## config.mk

```make
export PLATFORM = sky130hd
export DESIGN_NAME = toggle_decoder
export DESIGN_NICKNAME = d
export VERILOG_FILES = /design/src/rtl/toggle_decoder.sv
export SDC_FILE = /design/constraint.sdc
export NUM_CORES = 1
export LEC_CHECK = 0
export ABC_AREA = 1
export ABC_CLOCK_PERIOD_IN_PS = 4590
export CORE_AREA = 8 8 45 47
export DETAILED_ROUTE_END_ITERATION = 7
export DIE_AREA = 0 0 53 55
export REMOVE_ABC_BUFFERS = 1
export SETUP_SLACK_MARGIN = 0.5
export SLEW_MARGIN = 20
export SYNTH_ARGS = -nofsm -noshare
export SYNTH_HDL_FRONTEND = slang
export SYNTH_SLANG_ARGS = --single-unit
```

## constraint.sdc

```tcl
create_clock -name clock -period 4.59 [get_ports clock]
set_input_delay 0.459 -clock clock [delete_from_list [all_inputs] [get_ports clock]]
set_output_delay 0.459 -clock clock [all_outputs]
set_load 0.02 [all_outputs]
```

## src/rtl/toggle_decoder.sv

```systemverilog
// Receive-side decoder for two-phase (toggle) signalling: synchronises t_in, counts each
// transition as a pending event, and returns a toggle acknowledge per consumed event.
module toggle_decoder #(
    parameter int unsigned SYNC_STAGES = 2,
    parameter int unsigned CNT_W       = 4
) (
    input  logic             clock,
    input  logic             reset,
    input  logic             t_in,
    output logic             ev_valid,
    input  logic             ev_ready,
    output logic [CNT_W-1:0] pending,
    output logic             ack,
    output logic             overflow,
    input  logic             clear
);

    logic [SYNC_STAGES-1:0] sync_q;
    logic                   prev_q;
    logic [CNT_W-1:0]       pending_q;
    logic                   ack_q;
    logic                   overflow_q;

    logic ev_edge;
    logic consume;
    logic saturated;
    logic ovf_set;

    assign ev_edge   = sync_q[SYNC_STAGES-1] ^ prev_q;
    assign consume   = ev_valid && ev_ready;
    assign saturated = (pending_q == {CNT_W{1'b1}});
    // A simultaneous consume frees a slot, so a saturated edge is only lost without one.
    assign ovf_set   = ev_edge && !consume && saturated;

    always_ff @(posedge clock or negedge reset) begin
        if (!reset) begin
            sync_q     <= '0;
            prev_q     <= 1'b0;
            pending_q  <= '0;
            ack_q      <= 1'b0;
            overflow_q <= 1'b0;
        end else begin
            sync_q <= {sync_q[SYNC_STAGES-2:0], t_in};
            prev_q <= sync_q[SYNC_STAGES-1];

            if (ev_edge && !consume && !saturated) begin
                pending_q <= pending_q + 1'b1;
            end else if (consume && !ev_edge) begin
                pending_q <= pending_q - 1'b1;
            end

            if (consume) begin
                ack_q <= ~ack_q;
            end

            if (ovf_set) begin
                overflow_q <= 1'b1;
            end else if (clear) begin
                overflow_q <= 1'b0;
            end
        end
    end

    assign pending  = pending_q;
    assign ev_valid = (pending_q != '0);
    assign ack      = ack_q;
    assign overflow = overflow_q;

endmodule

```

Word level (Yosys, flattened, before mapping)
Cells that the tools add are included.

word-level totals
  flip-flop bits (word level) = 9
  memories kept = 0
  ROM bits = 0
  latch bits = 0
  memory bits (writable) = 0
  logic and storage cells = 25

cells by class
  div/mod/pow operators = 0
  equal/unequal tests = 1
  multiply operators = 0
  $add $sub $neg = 2
  reductions and logical operators = 11
  bitwise gates (word level) = 2
  multiplexer cells = 4
  order comparisons = 0
  shift-type cells = 0

operator list
  kind                   number
  $mux W4                2
  $logic_and A1 B1 Y1    5
  $add A4 B1 Y4 const B  1
  $eq A4 B4 Y1 const B   1
  $reduce_bool A2 Y1     2
  $reduce_bool A4 Y1     1
  $sub A4 B1 Y4 const B  1
  $logic_not A1 Y1       3
  $mux W1                2
  $not A1 Y1             1
  $xor A1 B1 Y1          1

Logic depth before layout (Yosys ltp)
  depth after elaboration = 6
  gate-level depth with buffers = 12
  mapped depth without buffers = 12

Worst setup path after synthesis
Ideal clock, no wire load.

  kind = register to register
  from = reg pending_q[0], in the netlist pending[0]
  to = reg pending_q[3], in the netlist pending[3]
  cell stages (with the launch flop) = 13
  slack = 2672 ps
  clock period less this slack = 1918 ps
  data arrival time = 1805 ps
  setup time = 113 ps
  cells stage by stage = dfrtp_1 nor2_1 nand2_2 nand2_4 nand3_4 ha_1 nand3_1 nand3_1 inv_1 nand2_1 nand3_1 nand2_1 inv_1

on the way
  cells in the longest elaborated chain, start to end = 6

ends and longest elaborated chain
  element                                        RTL line  source
  start: declaration                             20        logic [CNT_W-1:0] pending_q;
  start signal: assignment                       47        pending_q <= pending_q + 1'b1;
  start signal: assignment                       49        pending_q <= pending_q - 1'b1;
  $reduce_bool A4 Y1 *                           65        assign ev_valid = (pending_q != '0);
  net ev_valid                                   10        output logic ev_valid,
  $logic_and A1 B1 Y1 *                          30        assign consume = ev_valid && ev_ready;
  $logic_not A1 Y1                               46        if (ev_edge && !consume && !saturated) begin
  $logic_and A1 B1 Y1 (2 in a row)               46
  $mux W4 or $reduce_bool A2 Y1 (tied branches)  -

Mark *: on every way through the listed nets, which the timed path passes. The rest lies on a longest branch. The select of a mux whose other input is x is not followed.
A chain may end at the register's enable or synchronous reset.

Worst setup path after layout
  from = reg pending_q[0], in the netlist pending[0]
  to = out ev_valid

on the way
  cells in the longest elaborated chain, start to end = 1

ends and longest elaborated chain
  element             RTL line
  $reduce_bool A4 Y1  65
  end: declaration    10

No other way between the ends.

==> results.yml <==
placed_design:
  dp_hpwl_um: 738
  gp_congestion: 0.791
  port_buffers: 11
sta:
  worst_pin_slew_ns: 0.418
  final.min_clock_period_ns: 2.00
  setup-tns-final_ns: 0
  slew_headroom_pct: 72.1
  hold_slack_ns: 0.363
  max_freq_mhz: 501
  timing.final.crit_share_pct: 43.5
  rsz0062_at_grt: "no"
  skew_ns: 0.00247
  drv_slew: 0
  hold_viol_final: 0
  finalSetupViolCount: 0
synthesis:
  yosys_register_bits: 9
  syn_area_sq_um: 494
  yosysWarnings: 0
  synth_cell_types: 17
  synth_cells: 51
  yosysSeqAreaShare_pct: 45.6
  synth.avg_cell_area_sq_um: 9.69
final_layout:
  final_layout_size_suffix_gt1_share_pct: 15.2
  num-fill-cells: 135
  syn_to_final_growth_pct: 31.9
  antenna_cells: 0
  multi_input_area_sq_um: 246
  seqCellArea_sq_um: 225
  final_nets: 75
critical_path:
  cpPeakStageDelay_ns: 0.61
  cp.required_ns: 4.13
  path_max_fanout: 6
  cp_cell_sequence: "nor2_1 -> nand2_2 -> clkdlybuf4s50_1"
  path_class: "reg -> out"
  end_kind: "primary output"
  crit_slowest_cell: "clkdlybuf4s50_1"
  cp.arrival_ns: 1.54
  startpoint_type: "flip-flop"
detailed_routing:
  wirelength_um: 919
  dr_total_vias: 386
  route.detailed.drc: 0
  detail_route.wl_per_cell_um: 11.2
  viasPerCell: 4.71
  initialDrtViolationCount: 3
  final_antenna_net_count: 0
  dr.pass1.iters: 2
cts:
  cts_root_buf: "clkbuf_4"
  cts.sinks: 9
  cts.htree.levels: 1
  post_cts_buffers: 0
  clock_latency_ns: 0.26
  holdBufCountCts: 0
  tritoncts: "built"
  clockBufferDepth: 2
  path_clk_slew_ns: 0.06
  cts_made_buffers: 3
  cts_resized: 0
run_status:
  status: "finished clean"
floorplan:
  die-height_um: 55
  rows: 14
  die_w_um: 53
  dieArea_sq_um: 2920
  pin_count: 12
  start_util_pct: 35.7
  core_sq_um: 1380
global_routing:
  overflow: 0
  grt_pass1_vias: 336
  grt_pass1_wl_um: 1560
  grt_usage_pct: 7.71
  grt_max_degree: 10
  antenna_found_initial: 0
min_path:
  hp-class: "reg -> reg"
power_and_ir_drop:
  ir_drop_uv: 282
  p_leak_nw: 0.301
  power.density_nw_per_um2: 647
flow_run:
  maxCapViolCount: 0
[layer usage]
| metal | global-route usage, % | vias up | share of wire [%] |
|---|---|---|---|
| met4 | 9.05 | 0 | 3.3 |
| li1 | - | 198 | - |
| met2 | 10.5 | 9 | 42 |
| met3 | 2.94 | 2 | 6.5 |
| met5 | 0 | - | 0 |
| met1 | 8.40 | 177 | 48 |
[flip-flops by register name, summed over array words and instances (netlist names)]
name,cells
overflow,1
sync_q,2
prev_q,1
pending,4
ack,1
[metrics by stage]
step	utilization (%)	area [sq um]	setup slack [ns]	power, mW	instances
finish	47.1	652	2.59	0.422	82
floorplan	-	494	2.67	0.286	51
global route	47.1	652	2.47	0.461	82
detailed placement	45.1	624	2.44	0.367	78
CTS	47.1	652	2.56	0.430	82
global placement	45.1	624	2.47	0.365	78
[placed cells by master, fill, tap and decap left out, types with 2 or more instances in the layout]
cell,n
nor2_1,4
nand2_1,9
nand4_1,2
nand3_1,6
clkdlybuf4s50_1,11
xnor2_1,3
ha_1,2
clkbuf_4,3
inv_1,6
dfrtp_1,9
nand2_4,2
[kinds of logic (layout without fill, tap and decap cells)]
group / count (synthesis) / count (layout) / synth area share [%]
compound gates: 2 / 2 / 2.28
xor+xnor: 4 / 4 / 7.09
flops: 9 / 9 / 45.6
buf+inv: 6 / 21 / 4.56
fa+ha+maj: 3 / 3 / 9.11
simple gates: 27 / 27 / 31.4
[cells in the mapped netlist]
library cell | number | area, sq um
a21oi_1 | 1 | 5.00
nand2_2 | 1 | 6.26
nand3_1 | 6 | 30.0
ha_1 | 2 | 25.0
dfrtp_1 | 9 | 225
xnor2_1 | 3 | 26.3
nand4_1 | 2 | 12.5
nand2_1 | 9 | 33.8
inv_1 | 6 | 22.5
nor2_1 | 4 | 15.0
nor2_2 | 1 | 6.26
xor2_1 | 1 | 8.76
o22ai_1 | 1 | 6.26
fa_1 | 1 | 20.0
nor2_4 | 1 | 11.3
nand3_4 | 1 | 17.5
nand2_4 | 2 | 22.5
[final timing paths]
check / from / endpoint / slack [ns] / cells after the start
max: pending[0]$_DFFE_PN0P_ / ev_valid / 2.59 / 3
max reg2reg: pending[0]$_DFFE_PN0P_ / pending[3]$_DFFE_PN0P_ / 2.68 / 12
max in group asynchronous: reset / pending[3]$_DFFE_PN0P_ / 3.80 / 1
min reg2reg: sync_q[0]$_DFF_PN0_ / sync_q[1]$_DFF_PN0_ / 0.36 / 0
min in group asynchronous: reset / ack$_DFFE_PN0P_ / 0.50 / 1
min: sync_q[0]$_DFF_PN0_ / sync_q[1]$_DFF_PN0_ / 0.36 / 0
[report_power, final]
group | leakage [nW] | switching [mW] | internal (mW) | total (mW)
Clock | 0.0177 | 0.0275 | 0.0321 | 0.0596
Combinational | 0.176 | 0.115 | 0.105 | 0.220
Sequential | 0.107 | 0.0363 | 0.106 | 0.142
Total | 0.301 | 0.179 | 0.243 | 0.422
[layout make-up]
cell class,instances,share of cell area [%]
clock buffers,3,3.45
flip-flops and latches,9,34.5
clock inverters,1,0.768
well taps,16,3.07
multi-input cells,36,37.8
repair buffers,11,16.9
inverters,6,3.45
[critical path: cells and delay by family (launching register included)]
kind,cells,cell delay (ns)
DFF,1,0.48
buffers and inverters,1,0.61
and+or+nand+nor,2,0.19
Power figures use the tool's default switching activity.
